==> src/rtl/kd_tree_pkg.sv <==
// Shared command codes, bus widths and state encoding for the kd-tree root controller.
package kd_tree_pkg;

  localparam int DATA_SIZE = 24;
  localparam int CMD_SIZE  = 5;
  localparam int AXIS_SIZE = 2;

  localparam logic [CMD_SIZE-1:0] CMD_NOP                      = 5'b00000;
  localparam logic [CMD_SIZE-1:0] CMD_RST                      = 5'b11111;
  localparam logic [CMD_SIZE-1:0] CMD_RST_DONE                 = 5'b11110;
  localparam logic [CMD_SIZE-1:0] CMD_CENTER_FILL              = 5'b00001;
  localparam logic [CMD_SIZE-1:0] CMD_CENTER_FILL_DONE         = 5'b00101;
  localparam logic [CMD_SIZE-1:0] CMD_CONFIGURE_SORT_AXIS      = 5'b00010;
  localparam logic [CMD_SIZE-1:0] CMD_CONFIGURE_SORT_AXIS_DONE = 5'b00111;
  localparam logic [CMD_SIZE-1:0] CMD_BUSY                     = 5'b01000;
  localparam logic [CMD_SIZE-1:0] CMD_DNE                      = 5'b10000;

  typedef enum logic [3:0] {
    ST_IDLE,
    ST_LOAD,
    ST_RST_W,
    ST_GAP1,
    ST_FILL,
    ST_GAP2,
    ST_AXIS,
    ST_DONE,
    ST_ERROR
  } state_t;

  // Index width for a buffer of n entries, never narrower than one bit.
  function automatic int idx_width(input int n);
    return (n > 1) ? $clog2(n) : 1;
  endfunction

endpackage

==> src/rtl/kd_tree_ctrl_if.sv <==
// Host and root-node signals of the kd-tree root controller; slave is the controller side.
interface kd_tree_ctrl_if;
  import kd_tree_pkg::*;

  logic                 start;
  logic [AXIS_SIZE-1:0] cfg_axis;
  logic                 center_in_valid;
  logic [DATA_SIZE-1:0] center_in;
  logic                 center_in_ready;
  logic [CMD_SIZE-1:0]  cmd_to_root;
  logic [DATA_SIZE-1:0] data_to_root;
  logic [CMD_SIZE-1:0]  cmd_from_root;
  logic [DATA_SIZE-1:0] data_from_root;
  logic                 busy;
  logic                 done;
  logic                 error;
  logic [4:0]           fill_count;
  logic [DATA_SIZE-1:0] root_data_dbg;

  modport master (
    output start, cfg_axis, center_in_valid, center_in, cmd_from_root, data_from_root,
    input  center_in_ready, cmd_to_root, data_to_root, busy, done, error, fill_count,
           root_data_dbg
  );

  modport slave (
    input  start, cfg_axis, center_in_valid, center_in, cmd_from_root, data_from_root,
    output center_in_ready, cmd_to_root, data_to_root, busy, done, error, fill_count,
           root_data_dbg
  );

endinterface

==> src/rtl/kd_ctrl_center_buf.sv <==
// Register file holding the cluster centers: one write port, one asynchronous read port.
module kd_ctrl_center_buf
  import kd_tree_pkg::*;
#(
  parameter int NUM_CENTERS = 8,
  parameter int IDX_W       = idx_width(NUM_CENTERS)
) (
  input  logic                 clk,
  input  logic                 wr_en,
  input  logic [IDX_W-1:0]     wr_idx,
  input  logic [DATA_SIZE-1:0] wr_data,
  input  logic [IDX_W-1:0]     rd_idx,
  output logic [DATA_SIZE-1:0] rd_data
);

  logic [DATA_SIZE-1:0] mem [NUM_CENTERS];

  // Contents survive reset on purpose; every sequence reloads them before use.
  always_ff @(posedge clk) begin
    if (wr_en) mem[wr_idx] <= wr_data;
  end

  assign rd_data = mem[rd_idx];

endmodule

==> src/rtl/kd_tree_ctrl.sv <==
// Root-level kd-tree sequencer: buffers host centers, then runs rst / center_fill / configure_sort_axis.
// Define KD_CTRL_WATCHDOG_EN to abort any wait phase that exceeds TIMEOUT_CYCLES.
module kd_tree_ctrl
  import kd_tree_pkg::*;
#(
  parameter int NUM_CENTERS    = 8,
  parameter int TIMEOUT_CYCLES = 1024
) (
  input logic           clk,
  input logic           rst,
  kd_tree_ctrl_if.slave bus
);

  localparam int               IDX_W    = idx_width(NUM_CENTERS);
  localparam logic [IDX_W-1:0] LAST_IDX = IDX_W'(NUM_CENTERS - 1);
  localparam logic [4:0]       FILL_MAX = 5'(NUM_CENTERS);

  state_t               state;
  logic [IDX_W-1:0]     load_idx;
  logic [IDX_W-1:0]     fill_idx;
  logic [IDX_W-1:0]     fill_next;
  logic [IDX_W-1:0]     rd_idx;
  logic [DATA_SIZE-1:0] rd_data;
  logic [AXIS_SIZE-1:0] axis_latched;
  logic                 load_fire;
  logic                 in_wait;
  logic                 reply_done;
  logic                 timeout;
  logic                 abort;

  kd_ctrl_center_buf #(.NUM_CENTERS(NUM_CENTERS), .IDX_W(IDX_W)) u_buf (
    .clk     (clk),
    .wr_en   (load_fire),
    .wr_idx  (load_idx),
    .wr_data (bus.center_in),
    .rd_idx  (rd_idx),
    .rd_data (rd_data)
  );

  assign load_fire = (state == ST_LOAD) && bus.center_in_valid;
  assign fill_next = (fill_idx == LAST_IDX) ? fill_idx : fill_idx + IDX_W'(1);
  // Read ahead so the registered data lines up with the index being issued.
  assign rd_idx    = (state == ST_FILL) ? fill_next : '0;
  assign in_wait   = (state == ST_RST_W) || (state == ST_FILL) || (state == ST_AXIS);

  always_comb begin
    reply_done = 1'b0;
    case (state)
      ST_RST_W: reply_done = (bus.cmd_from_root == CMD_RST_DONE);
      ST_FILL:  reply_done = (bus.cmd_from_root == CMD_CENTER_FILL_DONE);
      ST_AXIS:  reply_done = (bus.cmd_from_root == CMD_CONFIGURE_SORT_AXIS_DONE);
      default:  reply_done = 1'b0;
    endcase
  end

`ifdef KD_CTRL_WATCHDOG_EN
  logic [15:0] phase_cnt;

  always_ff @(posedge clk or posedge rst) begin
    if (rst)          phase_cnt <= '0;
    else if (in_wait) phase_cnt <= phase_cnt + 16'd1;
    else              phase_cnt <= '0;
  end

  assign timeout = (phase_cnt == 16'(TIMEOUT_CYCLES - 1));
`else
  logic unused_timeout;
  assign unused_timeout = (TIMEOUT_CYCLES == 0);
  assign timeout        = 1'b0;
`endif

  // A real completion reply outranks an empty-tree or watchdog abort in the same cycle.
  assign abort = in_wait && !reply_done && ((bus.cmd_from_root == CMD_DNE) || timeout);

  always_ff @(posedge clk or posedge rst) begin
    if (rst) begin
      state               <= ST_IDLE;
      load_idx            <= '0;
      fill_idx            <= '0;
      axis_latched        <= '0;
      bus.center_in_ready <= 1'b0;
      bus.cmd_to_root     <= CMD_NOP;
      bus.data_to_root    <= '0;
      bus.busy            <= 1'b0;
      bus.done            <= 1'b0;
      bus.error           <= 1'b0;
      bus.fill_count      <= '0;
    end else if (abort) begin
      state            <= ST_ERROR;
      bus.cmd_to_root  <= CMD_NOP;
      bus.data_to_root <= '0;
      bus.busy         <= 1'b0;
      bus.error        <= 1'b1;
    end else begin
      case (state)
        ST_IDLE, ST_DONE, ST_ERROR: begin
          if (bus.start) begin
            state               <= ST_LOAD;
            load_idx            <= '0;
            axis_latched        <= bus.cfg_axis;
            bus.fill_count      <= '0;
            bus.center_in_ready <= 1'b1;
            bus.busy            <= 1'b1;
            bus.done            <= 1'b0;
            bus.error           <= 1'b0;
          end
        end
        ST_LOAD: begin
          if (load_fire) begin
            load_idx <= load_idx + IDX_W'(1);
            if (load_idx == LAST_IDX) begin
              state               <= ST_RST_W;
              bus.center_in_ready <= 1'b0;
              bus.cmd_to_root     <= CMD_RST;
              bus.data_to_root    <= '0;
            end
          end
        end
        ST_RST_W: begin
          if (reply_done) begin
            state           <= ST_GAP1;
            bus.cmd_to_root <= CMD_NOP;
          end
        end
        ST_GAP1: begin
          state            <= ST_FILL;
          fill_idx         <= '0;
          bus.fill_count   <= 5'd1;
          bus.cmd_to_root  <= CMD_CENTER_FILL;
          bus.data_to_root <= rd_data;
        end
        ST_FILL: begin
          if (reply_done) begin
            state            <= ST_GAP2;
            bus.cmd_to_root  <= CMD_NOP;
            bus.data_to_root <= '0;
          end else begin
            fill_idx         <= fill_next;
            bus.data_to_root <= rd_data;
            if (bus.fill_count < FILL_MAX) bus.fill_count <= bus.fill_count + 5'd1;
          end
        end
        ST_GAP2: begin
          state            <= ST_AXIS;
          bus.cmd_to_root  <= CMD_CONFIGURE_SORT_AXIS;
          bus.data_to_root <= {{(DATA_SIZE - AXIS_SIZE){1'b0}}, axis_latched};
        end
        ST_AXIS: begin
          if (reply_done) begin
            state            <= ST_DONE;
            bus.cmd_to_root  <= CMD_NOP;
            bus.data_to_root <= '0;
            bus.busy         <= 1'b0;
            bus.done         <= 1'b1;
          end
        end
        default: state <= ST_IDLE;
      endcase
    end
  end

  always_ff @(posedge clk or posedge rst) begin
    if (rst)                                bus.root_data_dbg <= '0;
    else if (bus.cmd_from_root != CMD_NOP)  bus.root_data_dbg <= bus.data_from_root;
  end

endmodule

==> src/flat_wrapper.sv <==
// flat-port wrapper written by rule: the top's interface ports become plain ports
module kd_tree_ctrl_flat import kd_tree_pkg::*;
#(
  parameter int NUM_CENTERS    = 8,
  parameter int TIMEOUT_CYCLES = 1024
)
  (clk, rst, bus_start, bus_cfg_axis, bus_center_in_valid, bus_center_in, bus_cmd_from_root, bus_data_from_root, bus_center_in_ready, bus_cmd_to_root, bus_data_to_root, bus_busy, bus_done, bus_error, bus_fill_count, bus_root_data_dbg);
  kd_tree_ctrl_if bus_i ();
  input logic clk;
  input logic rst;
  input wire logic [$bits(bus_i.start)-1:0] bus_start;
  input wire logic [$bits(bus_i.cfg_axis)-1:0] bus_cfg_axis;
  input wire logic [$bits(bus_i.center_in_valid)-1:0] bus_center_in_valid;
  input wire logic [$bits(bus_i.center_in)-1:0] bus_center_in;
  input wire logic [$bits(bus_i.cmd_from_root)-1:0] bus_cmd_from_root;
  input wire logic [$bits(bus_i.data_from_root)-1:0] bus_data_from_root;
  output wire logic [$bits(bus_i.center_in_ready)-1:0] bus_center_in_ready;
  output wire logic [$bits(bus_i.cmd_to_root)-1:0] bus_cmd_to_root;
  output wire logic [$bits(bus_i.data_to_root)-1:0] bus_data_to_root;
  output wire logic [$bits(bus_i.busy)-1:0] bus_busy;
  output wire logic [$bits(bus_i.done)-1:0] bus_done;
  output wire logic [$bits(bus_i.error)-1:0] bus_error;
  output wire logic [$bits(bus_i.fill_count)-1:0] bus_fill_count;
  output wire logic [$bits(bus_i.root_data_dbg)-1:0] bus_root_data_dbg;
  assign bus_i.start = bus_start;
  assign bus_i.cfg_axis = bus_cfg_axis;
  assign bus_i.center_in_valid = bus_center_in_valid;
  assign bus_i.center_in = bus_center_in;
  assign bus_i.cmd_from_root = bus_cmd_from_root;
  assign bus_i.data_from_root = bus_data_from_root;
  assign bus_center_in_ready = bus_i.center_in_ready;
  assign bus_cmd_to_root = bus_i.cmd_to_root;
  assign bus_data_to_root = bus_i.data_to_root;
  assign bus_busy = bus_i.busy;
  assign bus_done = bus_i.done;
  assign bus_error = bus_i.error;
  assign bus_fill_count = bus_i.fill_count;
  assign bus_root_data_dbg = bus_i.root_data_dbg;
  kd_tree_ctrl #(.NUM_CENTERS(NUM_CENTERS), .TIMEOUT_CYCLES(TIMEOUT_CYCLES)) u_core (.clk(clk), .rst(rst), .bus(bus_i));
endmodule
==> config.mk <==
export PLATFORM = sky130hd
export DESIGN_NAME = kd_tree_ctrl_flat
export DESIGN_NICKNAME = d
export VERILOG_FILES = /design/src/rtl/kd_tree_pkg.sv /design/src/rtl/kd_tree_ctrl_if.sv /design/src/rtl/kd_ctrl_center_buf.sv /design/src/rtl/kd_tree_ctrl.sv /design/src/flat_wrapper.sv
export SDC_FILE = /design/constraint.sdc
export NUM_CORES = 1
export LEC_CHECK = 0
export BUFFER_PORTS_ARGS = -buffer_cell sky130_fd_sc_hd__buf_4
export CORE_ASPECT_RATIO = 1.4
export CORE_MARGIN = 5
export CORE_UTILIZATION = 50
export DETAILED_ROUTE_END_ITERATION = 10
export PLACE_DENSITY = 0.82
export RECOVER_POWER = 100
export SETUP_SLACK_MARGIN = 0.05
export SKIP_CTS_REPAIR_TIMING = 1
export SLEW_MARGIN = 10
export SYNTH_ARGS = -nofsm -noshare
export SYNTH_HDL_FRONTEND = slang
export SYNTH_SLANG_ARGS = --single-unit
==> constraint.sdc <==
create_clock -name clk -period 5.3 [get_ports clk]
set_clock_uncertainty 0.15 [all_clocks]
set_input_delay 0.795 -clock clk [delete_from_list [all_inputs] [get_ports clk]]
set_output_delay 0.795 -clock clk [all_outputs]
set_load 0.01 [all_outputs]
* Word level (Yosys, flattened, before mapping)
Memory sizes are Yosys's and may differ from the RTL's. Cells that the tools add are included.
Storage, ports and cells: input bits 59, word-level logic and storage cells 120, RAM bits 192, register bits 74, memories 1, output and inout bits 62
Memories:
- u_core.u_buf.mem | words 8, width 24, read ports 1, clocked after Yosys merged registers in 0, wr ports 1, RTL line kd_ctrl_center_buf.sv:16 | logic [DATA_SIZE-1:0] mem [NUM_CENTERS];
Cells by class: reduce and logical (&&, ||, !) cells 30, eq/ne operators 27, order comparisons 1, bitwise logic cells 1, multiplexer cells 45, add/subtract/negate cells 3
Operator list (number):
- 2-to-1 mux 24 bit | 5
- one-hot mux 24 bit (5 select lines) | 1
- 2-to-1 mux 5 bit | 7
- 2-to-1 mux 4 bit | 7
- one-hot mux 4 bit (7 select lines) | 1
- one-hot mux 5 bit (4 select lines) | 1
- == test 4 x 3 -> 1 bit (second input constant) | 4
- AND reduction 4 bit | 4
- 2-to-1 mux 3 bit | 5
- != test 3 x 1 -> 1 bit (second input constant) | 5
- one-hot mux 5 bit (3 select lines) | 1
- one-hot mux 3 bit (2 select lines) | 2
- 2-to-1 mux 1 bit | 11
- == test 5 x 3 -> 1 bit (second input constant) | 2
- == test 5 bit (second input constant) | 2
- AND reduction 5 bit | 2
- nonzero test 2 bit | 5
- nonzero test 5 bit | 2
- AND reduction 3 bit | 3
- == test 4 x 2 -> 1 bit (second input constant) | 2
- != test 2 bit (second input constant) | 4
- adder 3 x 1 -> 3 bit (second input constant) | 2
- == test 3 bit (second input constant) | 2
- != test 3 x 2 -> 1 bit (second input constant) | 2
- 17 further kinds | 25

* Depth between registers and ports, before layout
Gate-level depths: netlist (run 1).
word-level depth 7, depth in mapped cells 10, depth with buffers taken out 7

* Modules after synthesis
Synthesis (run 1) repeated with hierarchy kept, for this count alone.
Second synthesis, totals: cells, all modules 554, area total of the unflattened synthesis 10590.2 um2
Modules (own cells, without submodules):
- kd_ctrl_center_buf | seq. area each 5765.5 um2, cells each 290, instances 1, area an instance 7329.5 um2
- kd_tree_ctrl | seq. area each 1801.7 um2, cells each 264, instances 1, area an instance 3260.6 um2

* Worst setup path before layout (run 1)
Ideal clock, no wire load.
path kind register to register, from register u_core.state[0], to memory u_core.u_buf.mem[0][0] (enable), stages on the path, launching flop included 7, required time 4684 ps, path buffers 2, path slack 868 ps, arrival 3816 ps, cells stage by stage dfrtp_1 buf_2 clkbuf_1 nand2_1 nor3_1 nand2_1 nor4_1
Between the ends: longest elaborated chain between the ends 4
Ends and longest elaborated chain:
- from (decl) | RTL line kd_tree_ctrl.sv:18 | state_t state;
- from (signal assigned) | RTL line kd_tree_ctrl.sv:77 | state <= ST_IDLE;
- from (signal assigned) | RTL line kd_tree_ctrl.sv:89 | state <= ST_ERROR;
- from (signal assigned) | RTL line kd_tree_ctrl.sv:98 | state <= ST_LOAD;
- == test 4 x 1 -> 1 bit | RTL line kd_tree_ctrl.sv:40 | assign load_fire = (state == ST_LOAD) && bus.center_in_valid;
- logical AND 1 bit | RTL line kd_tree_ctrl.sv:40
- 2-to-1 mux 1 bit | RTL line kd_ctrl_center_buf.sv:20 | if (wr_en) mem[wr_idx] <= wr_data;
- 2-to-1 mux 1 bit (implied by the code) | RTL line kd_ctrl_center_buf.sv:20
- to (decl) | RTL line kd_ctrl_center_buf.sv:16
No other way between the ends.

* Final worst setup path (run 1)
from register u_core.fill_idx[0], to register u_core.bus.data_to_root[10]
Between the ends: longest elaborated chain between the ends 7, elaborated cells on any way between the ends 8
Ends and longest elaborated chain:
- from (decl) | RTL line kd_tree_ctrl.sv:20 | logic [IDX_W-1:0] fill_idx;
- from (signal assigned) | RTL line kd_tree_ctrl.sv:138 | fill_idx <= fill_next;
- adder 3 x 1 -> 3 bit or == test 3 bit (tied branches) | RTL line kd_tree_ctrl.sv:41 | assign fill_next = (fill_idx == LAST_IDX) ? fill_idx : fill_idx + IDX_W'(1);
- 2-to-1 mux 3 bit (*) | RTL line kd_tree_ctrl.sv:41
- 2-to-1 mux 3 bit (*) | RTL line kd_tree_ctrl.sv:43 | assign rd_idx = (state == ST_FILL) ? fill_next : '0;
- memory (8 x 24 bit) (*)
- 2-to-1 mux 24 bit | RTL line kd_tree_ctrl.sv:133 | if (reply_done) begin
- one-hot mux 24 bit (5 select lines) (*) | RTL line kd_tree_ctrl.sv:95 | case (state)
- 2-to-1 mux 24 bit (*) | RTL line kd_tree_ctrl.sv:88 | end else if (abort) begin
- to (signal assigned) | RTL line kd_tree_ctrl.sv:130 | bus.data_to_root <= rd_data;
- to (signal assigned) | RTL line kd_tree_ctrl.sv:139 | bus.data_to_root <= rd_data;
- to (signal assigned) | RTL line kd_tree_ctrl.sv:146 | bus.data_to_root <= {{(DATA_SIZE - AXIS_SIZE){1'b0}}, axis_latched};
- to (decl) | RTL line kd_tree_ctrl_if.sv:28 | output center_in_ready, cmd_to_root, data_to_root, busy, done, error, fill_count,
Mark *: on every way between the ends. The rest lies on a longest branch, timed or not. A chain may end at the register's enable or synchronous reset.

==> flow_metrics.env, run 1 <==
export IMPL_multiInputGateArea_mm2=0.00287
export IMPL_antenna_found_initial=1
export IMPL_synth_warning_count=0
export IMPL_async_flop_share=0.273
export IMPL_violations="capacitance limit, slew limit"
export IMPL_cp_required_ns=5.54
export IMPL_grt_pass1_wl_um=36600
export IMPL_synth_area_leader_cell="edfxtp_1"
export IMPL_crit_arrival_ns=4.47
export IMPL_final_max_slew_viol_count=248
export IMPL_hold_ws_ns=0.336
export IMPL_hold_violations=0
export IMPL_relSlewSlack=-0.284
export IMPL_drcViolationCount=0
export IMPL_yosysUniqueCellTypes=63
export IMPL_ant_nets=0
export IMPL_yosys_most_used_dff="edfxtp_1"
export IMPL_fp_dieArea_mm2=0.0243
export IMPL_post_place_ws_ns=1.71
export IMPL_drive_gt1_frac=0.168
export IMPL_clk_latency_ns=0.51
export IMPL_pwr_density_cell_mw_per_mm2=467
export IMPL_worstSetupEndpointType="flop"
export IMPL_synth_area_leaders="edfxtp_1 (54%), dfrtp_1 (17%), mux4_2 (4.0%)"
export IMPL_dr_total_vias=6478
export IMPL_die_y_um=182
export IMPL_diodes=0
export IMPL_fill_cells=1634
export IMPL_drt_iter0_drc=589
export IMPL_tns_ns=0
export IMPL_htree_levels=1
export IMPL_port_buffers=120
export IMPL_synth_fa_ha_area_frac=0.00472
export IMPL_start_util=0.504
export IMPL_synth_compound_area_share=0.121
export IMPL_synth_top_family_by_area="compound AO/OA/AOI/OAI gates"
export IMPL_most_common_layout_cells="edfxtp_1 (192), clkbuf_1 (98), dfrtp_1 (72)"
export IMPL_period_needed_ns=4.23
export IMPL_syn_inst=657
export IMPL_p_leak_nw=4.44
export IMPL_worstSetupPathType="flop to flop"
export IMPL_seq_area_mm2=0.00757
export IMPL_synthToLayoutAreaGrowth_pct=14.8
export IMPL_dp_cells=1006
export IMPL_status="finished, violations left"
export IMPL_path_clk_slew_ns=0.07
export IMPL_hpwl_um=13700
export IMPL_gr_usage_all_layers=0.191
export IMPL_tightest_slew_ns=1.93
export IMPL_synth_seq_cells=264
export IMPL_synth_xor_area_frac=0.00236
export IMPL_gp_congestion=0.821
export IMPL_clockRootBuffer="clkbuf_16"
export IMPL_start_kind="flop"
export IMPL_die_w_um=133
export IMPL_syn_area_per_cell_um2=16.2
export IMPL_rsz0062_at_grt="false"
export IMPL_grt_ovfl_total=0
export IMPL_firstDrtPassIters=5
export IMPL_cts_sinks=264
export IMPL_min_period_over_period=0.798
export IMPL_syn_area_mm2=0.0106
export IMPL_syn_nets=720
export IMPL_final_common_cell="edfxtp_1"
export IMPL_routed_wl_um=23500
export IMPL_maxCapViolCount=8
export IMPL_nets=834
export IMPL_coreArea_mm2=0.0210
export IMPL_grt_pass1_vias=6514
export IMPL_io_pin_count=121
export IMPL_path_max_fanout=14
export IMPL_yosysSeqAreaShare=0.713
export IMPL_layout_setup_ws_ns=1.07
export IMPL_synth_edf_count=192
export IMPL_setup_violations_final=0
export IMPL_ir_drop_mv=0.218
export IMPL_synth_simple_area_share=0.0522
export IMPL_grt_max_degree=73
export IMPL_hp_class="flop to flop"
export IMPL_wl_per_cell_um=22.4
export IMPL_cts_tree="yes"
export IMPL_max_freq_mhz=236
export IMPL_clockBufferDepth=3
export IMPL_synth_top_area_frac=0.543
export IMPL_final_cells=1048
export IMPL_vias_per_cell=6.18
export IMPL_numCtsBuffers=23
export IMPL_synthMuxAreaShare=0.0850
export IMPL_row_count=63
## final cells by class
class / instances / area share
repair buffers: 132 / 0.0516
well taps: 260 / 0.0267
flip-flops and latches: 264 / 0.621
multi-input cells: 345 / 0.235
clock buffers: 25 / 0.0479
inverters: 5 / 0.00164
clock inverters: 17 / 0.0156
## report_power, final
| part | switching [W] | internal [W] |
|---|---|---|
| sequential | 0.000183 | 0.00244 |
| combinational | 0.000803 | 0.000539 |
| clock | 0.000729 | 0.000994 |
## kinds of logic (layout without fill, tap and decap cells)
group	count (synthesis)	after routing
buf+inv	48	179
fa+ha+maj	4	4
flops	264	264
simple gates	107	107
mux	63	63
xor+xnor	2	2
compound gates	169	169
## synth_stat cells, types with 5 or more instances
cell      number
edfxtp_1     192
dfrtp_1       72
nand2_1       33
mux2_2        27
a22oi_1       24
clkbuf_1      24
a22o_1        21
o21ai_0       21
nor2_1        20
a221oi_1      19
mux4_2        19
o211a_1       19
a21oi_1       18
mux2i_1       17
nand3_1       14
buf_2         12
o21ai_1       12
nor3_1         9
nor4_1         6
inv_1          5
## metrics by stage
stage	util	instance area, um^2	power (W)
floorplan	-	10600	0.00359
global placement	0.561	11800	0.00406
detailed placement	0.561	11800	0.00411
CTS	0.598	12600	0.00582
global route	0.579	12200	0.00596
finish	0.579	12200	0.00569
## path summary, 6_finish.rpt
check / from / end / slack [ns] / depth (start not counted)
worst max-delay path: u_core.fill_idx[0] / u_core.bus.data_to_root[10] / 1.07 / 8
min in group asynchronous: rst / u_core.bus.root_data_dbg[21] / 0.85 / 3
worst min-delay path: u_core.bus.error / u_core.bus.error / 0.34 / 2
worst min register to register: u_core.bus.error / u_core.bus.error / 0.34 / 2
worst max register to register: u_core.fill_idx[0] / u_core.bus.data_to_root[10] / 1.07 / 8
max in group asynchronous: rst / u_core.bus.data_to_root[14] / 3.02 / 3
## sequential cells by signal, indices dropped and copies added (netlist names)
register                    cells
u_core.bus.cmd_to_root          3
u_core.bus.center_in_ready      1
u_core.axis_latched             2
u_core.bus.data_to_root        24
u_core.bus.busy                 1
u_core.fill_idx                 3
u_core.bus.root_data_dbg       24
u_core.load_idx                 3
u_core.bus.error                1
u_core.u_buf.mem              192
u_core.state                    4
u_core.bus.done                 1
u_core.bus.fill_count           5
## worst max-delay path, stage by stage, from the launching register on
cell,delay [ns]
dfrtp_1,0.55
ha_1,0.41
nand2_1,0.19
xor2_4,0.57
clkbuf_1,0.92
mux4_2,0.61
a221oi_1,0.28
o21ai_0,0.17
a22o_1,0.25
## metal layers
| metal | track usage | vias to the layer above | routed length [um] |
|---|---|---|---|
| met5 | 0 | - | 11 |
| met4 | 0.0679 | 2 | 697 |
| met3 | 0.0364 | 63 | 2040 |
| met2 | 0.328 | 364 | 11800 |
| met1 | 0.244 | 3192 | 8940 |
| li1 | - | 2857 | - |
Note: power is estimated with default switching activity, not from simulation.
==> run 2: changes to the inputs <==
--- a/config.mk
+++ b/config.mk
@@ -5,12 +5,13 @@
 export SDC_FILE = /design/constraint.sdc
 export NUM_CORES = 1
 export LEC_CHECK = 0
+export ABC_AREA = 1
 export BUFFER_PORTS_ARGS = -buffer_cell sky130_fd_sc_hd__buf_4
 export CORE_ASPECT_RATIO = 1.4
 export CORE_MARGIN = 5
 export CORE_UTILIZATION = 50
 export DETAILED_ROUTE_END_ITERATION = 10
-export PLACE_DENSITY = 0.82
+export PLACE_DENSITY = 0.84
 export RECOVER_POWER = 100
 export SETUP_SLACK_MARGIN = 0.05
 export SKIP_CTS_REPAIR_TIMING = 1
==> constraint.sdc (replaced) <==
create_clock -name clk -period 3.7 [get_ports clk]
set_clock_uncertainty 0.15 [all_clocks]
set_input_delay 0.555 -clock clk [delete_from_list [all_inputs] [get_ports clk]]
set_output_delay 0.555 -clock clk [all_outputs]
set_load 0.01 [all_outputs]
==> run 2 against run 1 <==
Against the previous run:
- the flow still finishes with violations (capacitance limit, slew limit)
- synthesized cell count grew 47%
- register-to-register slack lost 0.53 ns
- non-clock buffer count grew 9
- flip-flop and latch count is the same
- sequential share of layout area shrank 2.2 points
- critical path type unchanged
- die area grew 3.5%
- worst setup slack lost 0.53 ns
- hold slack lost 0.24 ns
- combinational power grew 53%
==> flow_metrics.env, run 2 <==
export IMPL_grt_ovfl_total=0
export IMPL_status="finished, violations left"
export IMPL_relSlewSlack=-0.637
export IMPL_async_flop_share=0.273
export IMPL_firstDrtPassIters=7
export IMPL_hpwl_um=15500
export IMPL_reg2reg_from="u_core.state[0]"
export IMPL_largest_reg_flops=192
export IMPL_rsz0062_at_grt="false"
export IMPL_wl_per_cell_um=18.1
export IMPL_syn_area_per_cell_um2=11.4
export IMPL_synth_fa_ha_area_frac=0.00455
export IMPL_final_cells=1403
export IMPL_path_clk_slew_ns=0.06
export IMPL_cts_sinks=264
export IMPL_synth_area_leader_cell="edfxtp_1"
export IMPL_synth_edf_count=192
export IMPL_port_buffers=120
export IMPL_tns_ns=0
export IMPL_ir_drop_mv=0.428
export IMPL_clockBufferDepth=3
export IMPL_period_needed_ns=3.16
export IMPL_numCtsBuffers=24
export IMPL_path_max_fanout=24
export IMPL_synth_warning_count=0
export IMPL_drcViolationCount=0
export IMPL_synth_simple_area_share=0.181
export IMPL_antenna_found_initial=2
export IMPL_worstSetupPathType="flop to flop"
export IMPL_synthMuxAreaShare=0.0245
export IMPL_maxCapViolCount=2
export IMPL_start_kind="flop"
export IMPL_clk_latency_ns=0.52
export IMPL_gr_usage_all_layers=0.204
export IMPL_row_count=64
export IMPL_yosys_most_used_dff="edfxtp_1"
export IMPL_setup_violations_final=0
export IMPL_clockRootBuffer="clkbuf_16"
export IMPL_yosysMostFrequentCell="edfxtp_1"
export IMPL_hp_class="input pin to flop"
export IMPL_tightest_slew_ns=2.44
export IMPL_die_w_um=135
export IMPL_violations="capacitance limit, slew limit"
export IMPL_vias_per_cell=5.52
export IMPL_syn_inst=968
export IMPL_start_util=0.505
export IMPL_p_leak_nw=4.94
export IMPL_final_max_slew_viol_count=77
export IMPL_synth_compound_area_share=0.0523
export IMPL_ant_nets=0
export IMPL_worstSetupEndpointType="flop"
export IMPL_io_pin_count=121
export IMPL_routed_wl_um=25400
export IMPL_worstSetupStartpoint="u_core.state[0]"
export IMPL_synth_seq_cells=264
export IMPL_reg_top3="u_core.u_buf.mem (192), u_core.bus.data_to_root (24), u_core.bus.root_data_dbg (24)"
export IMPL_dp_cells=1359
export IMPL_dr_total_vias=7739
export IMPL_grt_max_degree=114
export IMPL_synth_area_leaders="edfxtp_1 (52%), dfrtp_1 (16%), nand2_1 (6.4%)"
export IMPL_syn_area_mm2=0.0110
export IMPL_max_freq_mhz=317
export IMPL_htree_levels=1
export IMPL_grt_pass1_wl_um=40400
export IMPL_hp_start="bus_cfg_axis[1]"
export IMPL_grt_pass1_vias=7946
export IMPL_synthToLayoutAreaGrowth_pct=14.7
export IMPL_die_y_um=186
export IMPL_synth_common_cells="edfxtp_1 (192), nand2_1 (189), nor2_1 (139), nand3_1 (89), dfrtp_1 (72)"
export IMPL_synth_top_area_frac=0.524
export IMPL_top_register="u_core.u_buf.mem"
export IMPL_min_period_over_period=0.853
export IMPL_drt_iter0_drc=825
export IMPL_post_place_ws_ns=1.06
export IMPL_crit_arrival_ns=3.12
export IMPL_pwr_density_cell_mw_per_mm2=656
export IMPL_yosysSeqAreaShare=0.687
export IMPL_nets=1151
export IMPL_drive_gt1_frac=0.119
export IMPL_syn_nets=1031
export IMPL_cts_tree="yes"
export IMPL_most_common_layout_cells="nand2_1 (194), edfxtp_1 (192), nor2_1 (134)"
export IMPL_fp_dieArea_mm2=0.0251
export IMPL_gp_congestion=0.864
export IMPL_layout_setup_ws_ns=0.543
export IMPL_coreArea_mm2=0.0218
export IMPL_hold_violations=0
export IMPL_cp_required_ns=3.67
export IMPL_final_common_cell="nand2_1"
export IMPL_synth_top_family_by_area="simple AND/OR/NAND/NOR gates"
export IMPL_synth_xor_area_frac=0.00307
export IMPL_yosysUniqueCellTypes=37
## run 2: per-stage QoR
| step | hold WS [ns] | total power [W] | utilization | cell area (um^2) |
|---|---|---|---|---|
| 6_report | 0.100 | 0.00829 | 0.580 | 12600 |
| 5_1_grt | 0.0991 | 0.00872 | 0.580 | 12600 |
| 4_1_cts | 0.0889 | 0.00851 | 0.599 | 13000 |
| 3_5_place_dp | 0.321 | 0.00592 | 0.561 | 12200 |
| 3_3_place_gp | 0.315 | 0.00583 | 0.561 | 12200 |
| 2_1_floorplan | 0.299 | 0.00515 | - | 11000 |
## run 2: final timing paths
check,endpoint,slack [ns],cells after the start
worst min-delay path,u_core.axis_latched[1],0.10,3
min in group asynchronous,u_core.bus.root_data_dbg[20],0.56,2
worst max-delay path,u_core.u_buf.mem[3][17],0.54,7
max in group asynchronous,u_core.bus.data_to_root[13],0.86,3
worst max register to register,u_core.u_buf.mem[3][17],0.54,7
worst min register to register,u_core.bus.data_to_root[7],0.33,2
## run 2: layout make-up
cell class | instances | area, um^2
fill | 1775 | 9160
sequential | 264 | 7570
multi-input combinational | 589 | 2900
timing repair buffer | 141 | 703
clock buffer | 27 | 633
tap | 297 | 372
inverter | 68 | 256
clock inverter | 16 | 189
antenna | 1 | 2.50
## run 2: routing by layer
metal | global-route usage | routed length, um
met1 | 0.249 | 9410
met2 | 0.352 | 12900
met3 | 0.0322 | 2190
met5 | 0 | 11
met4 | 0.103 | 922
## run 2: power breakdown
| part | internal [W] | total, W | switching (W) |
|---|---|---|---|
| registers | 0.00348 | 0.00366 | 0.000179 |
| clock network | 0.00151 | 0.00257 | 0.00106 |
| logic | 0.000603 | 0.00205 | 0.00145 |
| total | 0.00560 | 0.00829 | 0.00269 |
## run 2: cell families after synthesis
family | Yosys count
adder cells (fa/ha/maj) | 4
multiplexers | 24
AND/OR/NAND/NOR | 461
XOR/XNOR | 3
buffers and inverters | 115
AO/OA/AOI/OAI | 97
flip-flops | 264
## run 2: worst max-delay path, cell delays in order (launching register included)
cell      delay (ns)
dfrtp_1         0.42
inv_1           0.12
nor2_1          0.17
nand2_1         0.19
inv_1           0.17
nand2_1         0.16
nor2_2          0.10
clkbuf_1        1.25
